`src/rtl/iob_diff_lag.sv`:
```
// rtl/iob_diff_lag.sv - streaming lagged first-difference unit x[n] - x[n-L]
//
// Ports:
//   clk_i, cke_i, rst_i : clock, clock enable, synchronous active-high reset
//   lag_i               : requested lag (0 -> 1, above MAX_LAG -> MAX_LAG)
//   valid_i, data_i     : input sample strobe and value
//   valid_o, data_o     : registered difference strobe and value
//   ovf_o               : true difference not representable in DATA_W
//   primed_o            : reference sample was a real sample, not RST_VAL

module iob_diff_lag #(
    parameter int                DATA_W  = 32,
    parameter int                MAX_LAG = 4,
    parameter int                LAG_W   = $clog2(MAX_LAG + 1),
    parameter logic [DATA_W-1:0] RST_VAL = '0,
    parameter int                SIGNED  = 1,
    parameter int                SAT     = 0
) (
    input  logic              clk_i,
    input  logic              cke_i,
    input  logic              rst_i,
    input  logic [LAG_W-1:0]  lag_i,
    input  logic              valid_i,
    input  logic [DATA_W-1:0] data_i,
    output logic              valid_o,
    output logic [DATA_W-1:0] data_o,
    output logic              ovf_o,
    output logic              primed_o
);

    localparam logic [DATA_W-1:0] S_MAX = {1'b0, {(DATA_W-1){1'b1}}};
    localparam logic [DATA_W-1:0] S_MIN = {1'b1, {(DATA_W-1){1'b0}}};

    logic [DATA_W-1:0] hist [MAX_LAG];
    logic [LAG_W-1:0]  cnt;

    logic              accept;
    logic [LAG_W-1:0]  lag_eff;
    logic [DATA_W-1:0] ref_val;
    logic [DATA_W:0]   x_ext;
    logic [DATA_W:0]   r_ext;
    logic [DATA_W:0]   diff;
    logic [DATA_W-1:0] res;
    logic              res_ovf;
    logic              res_primed;

    assign accept = valid_i & cke_i;

    always_comb begin
        lag_eff = lag_i;
        if (lag_i == '0) begin
            lag_eff = LAG_W'(1);
        end else if (lag_i > LAG_W'(MAX_LAG)) begin
            lag_eff = LAG_W'(MAX_LAG);
        end
    end

    // Reference is taken from the history before this accept shifts it.
    always_comb begin
        ref_val = hist[0];
        for (int k = 1; k < MAX_LAG; k++) begin
            if (lag_eff == LAG_W'(k + 1)) begin
                ref_val = hist[k];
            end
        end
    end

    // One extra bit makes the subtraction exact for both signednesses.
    assign x_ext = (SIGNED != 0) ? {data_i[DATA_W-1], data_i}   : {1'b0, data_i};
    assign r_ext = (SIGNED != 0) ? {ref_val[DATA_W-1], ref_val} : {1'b0, ref_val};
    assign diff  = x_ext - r_ext;

    always_comb begin
        res     = diff[DATA_W-1:0];
        res_ovf = 1'b0;
        if (SIGNED != 0) begin
            // Exact result leaves the DATA_W range iff the two top bits differ.
            res_ovf = diff[DATA_W] ^ diff[DATA_W-1];
            if (res_ovf && (SAT != 0)) begin
                res = diff[DATA_W] ? S_MIN : S_MAX;
            end
        end else begin
            // Top bit of the unsigned difference is the borrow.
            res_ovf = diff[DATA_W];
            if (res_ovf && (SAT != 0)) begin
                res = '0;
            end
        end
    end

    // cnt counts accepts before this one, so the reference is real once
    // at least lag_eff samples have entered the history.
    assign res_primed = (cnt >= lag_eff);

    always_ff @(posedge clk_i) begin
        if (rst_i) begin
            for (int k = 0; k < MAX_LAG; k++) begin
                hist[k] <= RST_VAL;
            end
            cnt      <= '0;
            valid_o  <= 1'b0;
            data_o   <= '0;
            ovf_o    <= 1'b0;
            primed_o <= 1'b0;
        end else if (cke_i) begin
            valid_o <= accept;
            if (accept) begin
                hist[0] <= data_i;
                for (int k = 1; k < MAX_LAG; k++) begin
                    hist[k] <= hist[k-1];
                end
                if (cnt < LAG_W'(MAX_LAG)) begin
                    cnt <= cnt + LAG_W'(1);
                end
                data_o   <= res;
                ovf_o    <= res_ovf;
                primed_o <= res_primed;
            end
        end
    end

endmodule
```
`config.mk`:
```
export PLATFORM = sky130hd
export DESIGN_NAME = iob_diff_lag
export DESIGN_NICKNAME = d
export VERILOG_FILES = /design/src/rtl/iob_diff_lag.sv
export SDC_FILE = /design/constraint.sdc
export NUM_CORES = 1
export LEC_CHECK = 0
export BUFFER_PORTS_ARGS = -buffer_cell sky130_fd_sc_hd__buf_2
export CAP_MARGIN = 20
export CELL_PAD_IN_SITES_DETAIL_PLACEMENT = 2
export CELL_PAD_IN_SITES_GLOBAL_PLACEMENT = 2
export CORE_AREA = 2 2 125 188
export DETAILED_ROUTE_END_ITERATION = 8
export DIE_AREA = 0 0 127 190
export HOLD_SLACK_MARGIN = 0.03
export PLACE_DENSITY = 0.88
export SLEW_MARGIN = 20
export SYNTH_ARGS = -nofsm -noshare
export SYNTH_HDL_FRONTEND = slang
export SYNTH_SLANG_ARGS = --single-unit
export TNS_END_PERCENT = 20
```
`constraint.sdc`:
```
create_clock -name clk_i -period 4.7 [get_ports clk_i]
set_input_delay 0 -clock clk_i [delete_from_list [all_inputs] [get_ports clk_i]]
set_output_delay 0 -clock clk_i [all_outputs]
set_load 0.03 [all_outputs]
```
---- After elaboration in Yosys (flattened, before gate mapping) ----
Memory sizes are Yosys's and may differ from the RTL's.
Index checks and enable logic that the tools add are counted.
word-level totals
  register bits after elaboration ......... 38
  RAM bits ................................ 128
  output and inout port bits .............. 35
  logic and storage cells ................. 38
  memories kept ........................... 1
cells by class
  add/subtract/negate cells ............... 2
  order comparisons ....................... 3
  eq/ne operators ......................... 3
  multiplexer cells ....................... 15
  bitwise gates (word level) .............. 6
  reduce and logical (&&, ||, !) cells .... 3
memory list
  name  words  width  read ports  clocked after Yosys merged registers in  write ports  RTL line  source
  hist  4      32     4           0                                        4            34        logic [DATA_W-1:0] hist [MAX_LAG];
operators with widths
  kind                                                count
  two-way mux 32 bit                                  7
  subtractor 32 x 32 -> 33 bit                        1
  == test 3 x 2 -> 1 bit (second input constant)      2
  two-way mux 1 bit                                   6
  two-way mux 3 bit                                   2
  OR 1 bit                                            4
  adder 3 x 1 -> 3 bit (second input constant)        1
  == test 3 bit (second input constant)               1
  greater-or-equal comparator 3 bit                   1
  > comparator 3 bit (second input constant)          1
  logical NOT 3 bit                                   1
  less-than comparator 3 bit (second input constant)  1
  AND reduction 3 bit                                 1
  AND reduction 2 bit                                 1
  bitwise AND 1 bit                                   1
  bitwise XOR 1 bit                                   1

---- Logic depth before layout (Yosys ltp) ----
  word-level depth ........................ 9
  depth in mapped cells ................... 16

---- Least setup slack after synthesis ----
OpenSTA, ideal clock, no wires.
  kind .................................... input port to flip-flop
  start point ............................. in valid_i
  end point ............................... mem hist[0][0] (enable)
  setup time .............................. 0.480 ns
  arrival time ............................ 2.850 ns
  setup slack ............................. 1.370 ns
  stages on the path ...................... 3
  path buffers ............................ 1
  cell sequence ........................... a21oi_1 > clkbuf_1 > inv_1
RTL lines
  what                RTL line  source
  start: declaration  23        input logic valid_i,
  end: declaration    34

==> flow_summary.toml <==
[power_and_ir_drop]
power_density_nw_per_um2 = 385
power_mw = 3.97
clkPwrFrac_pct = 36.2
seqPwrFrac_pct = 44.1
peakVddDrop_v = 0.000323
p_int_mw = 2.77
leakagePower_nw = 4.16
comb_power_share_pct = 19.7
p_sw_mw = 1.21
switching_share_pct = 30.4

[worst_setup_path]
crit_required_ns = 5.05
crit_path_start = "hist[0][64]$_SDFFCE_PN0P_"
cp.arrival_ns = 4.04
crit_type = "reg -> reg"
startpoint_type = "flop"
reg2reg_from = "hist[0][64]$_SDFFCE_PN0P_"
endpoint_kind = "flop"
rrSetupSlack_ns = 1.01
critical_path.max_fanout = 4

[grt]
antenna_found_initial = 0
grt_usage_pct = 23.0
grt_pass1_vias = 7569
grt_pass1_wl_mm = 42.4
grt_max_degree = 74
overflow = 0

[drt]
drt_iter0_markers = 296
vias = 6631
route.detailed.drc = 0
routed_wl_mm = 26.9
vias_per_cell = 5.55
wl_per_cell_microns = 22.5
firstDrtPassIters = 4
ant_nets = 0

[yosys]
synth_top_cell_area_share_pct = 44.2
synth_cell_types = 52
yosys_register_bits = 166
ys.flop_type = "edfxtp_1"
ys_seq_area_share_pct = 52.9
netlist_area_sq_um = 8710
synth_cells = 814
synth_area_per_cell_sq_um = 10.7
synth-edff-count = 128
synth_area_leaders = "edfxtp_1 44%, and2_1 9.2%, dfxtp_1 8.7%, ha_1 5.2%, a21oi_1 4.0%"
ys_async_sr_fraction_pct = 0
yosysTopAreaCell = "edfxtp_1"
ys_warn_count = 0
synth_nets = 890

[timing]
relSlewSlack_pct = 40.5
tightest_slew_ns = 0.892
hold_violations = 0
tns_ns = 0
fin_worst_skew_ns = 0.0135
rsz0062_at_grt = "no"
holdWs_ns = 0.378
fin_crit_sh_pct = 78.6
layout_setup_ws_ns = 1.01
slew_violations = 0
period_minus_slack_ns = 3.69
fmax_mhz = 271
setup_viol = 0

[cells_and_area]
antenna_cells = 0
nFillCells = 2318
layout.cells.non_filler = 1195
drive_gt1_share_pct = 13.8
fin_util_pct = 45.6
layout_common_cells = "128 x and2_1, 128 x edfxtp_1, 73 x buf_2"
synthToLayoutAreaGrowth_pct = 18.5
num-nets-final = 978
design_area_sq_um = 10300

[place]
post-place-ws_ns = 0.715
globalplace.congestion = 0.775
portBuffers = 73
place_inst = 1126
placed_cell_area_sq_um = 9340
dp_hpwl_mm = 17.1

[cts]
cts.sinks = 166
clock_latency_ns = 0.46
cts_tree = "built"
root_buffer = "clkbuf_16"
cts_max_level = 4
cts_resized = 0
clk_pin_slew_ns = 0.08
cts_setup_buffers = 0
cts_buffers = 17
cts_hold_buf = 36
cts_max_path_buffers = 2

[outcome]
outcome = "completed"

[floorplanning]
die_h_microns = 190
rows = 68
die_area_sq_um = 24100
start_util_pct = 38.5
coreArea_sq_um = 22600
die_w_microns = 127
io_pins = 74

[hold_path]
min_from = "rst_i"
min_path_type = "in -> reg"

[job]
cap_violations = 0
[path summary, 6_finish.rpt]
path / to / depth (start not counted)
hold reg to reg: data_o[27]$_SDFFE_PP0P_ / 2
setup / recovery: data_o[26]$_SDFFE_PP0P_ / 15
setup reg to reg: data_o[26]$_SDFFE_PP0P_ / 15
hold / removal: cnt[1]$_SDFFE_PP0P_ / 3
[cell type report]
cell class                 instances  area (sq um)  share of cell area (%)
sequential                       166          4600                    44.6
multi-input combinational        581          3860                    37.5
timing repair buffer             118           831                    8.06
clock buffer                      20           478                    4.63
tap                              280           350                    3.40
clock inverter                    12           115                    1.12
inverter                          18          70.1                   0.679
[layer usage]
metal / vias to the layer above / part of all wire (%) / global-route usage [%]
met3: 58 / 2.0 / 3.60
li1: 3108 / - / -
met1: 3350 / 40 / 25.6
met5: - / 0 / 0
met2: 115 / 55 / 42.8
met4: 0 / 3.4 / 10.4
[worst max-delay path, stage by stage, from the launching register on]
cell and delay [ns]:
edfxtp_1 0.35, mux2i_1 0.09, nand2_1 0.11, o21ai_0 0.12, o21ai_0 0.25, ha_1 0.25, inv_1 0.08, fa_1 0.45
a211oi_2 0.25, nor2_1 0.15, o21ai_2 0.23, o21ai_1 0.17, o21a_1 0.26, o211a_1 0.24, or3_1 0.32, a32o_1 0.26
[power by group through the flow]
| stage | Combinational, mW | Clock (mW) | Sequential, mW |
|---|---|---|---|
| 3_3_place_gp | 0.707 | 0 | 1.77 |
| 4_1_cts | 0.781 | 1.46 | 1.75 |
| 2_1_floorplan | 0.458 | 0 | 1.82 |
| 5_1_grt | 0.848 | 1.51 | 1.76 |
| 3_5_place_dp | 0.737 | 0 | 1.78 |
| 6_report | 0.783 | 1.44 | 1.75 |
[sequential cells by signal (all words and copies together), names as in the netlist]
name,cells
hist,128
data_o,32
cnt,3
ovf_o,1
primed_o,1
valid_o,1
[logic make-up after synthesis]
family	after synthesis	share of synthesized area, %
buffers and inverters	67	2.95
and+or+nand+nor	268	16.3
muxes	32	3.68
DFF	166	52.9
adders and majority gates	37	5.40
AOI/OAI and AO/OA	217	16.1
xor gates and xnor gates	27	2.72
[cell usage after synthesis, types with 2 or more instances]
library cell	number
and2_1	128
o31ai_1	4
nor2_1	49
a22o_1	2
a2111o_1	2
o2111ai_1	3
nor3_1	2
xnor2_1	18
a211oi_1	34
o21ai_1	20
o21ai_0	35
dfxtp_1	38
nand2b_1	6
or3_1	4
o211ai_1	2
a31o_2	2
inv_1	18
xor2_1	9
nand3_1	7
o21a_1	7
a211oi_2	2
o21bai_1	5
a21o_1	17
buf_1	2
a21oi_1	69
a31oi_1	2
nand4_1	6
nor2b_1	2
mux2i_1	32
and4_1	2
nor4_1	2
ha_1	36
edfxtp_1	128
clkbuf_1	43
nand2_1	54
and3_1	3
buf_2	4
Note: power is estimated with default switching activity, not from simulation.
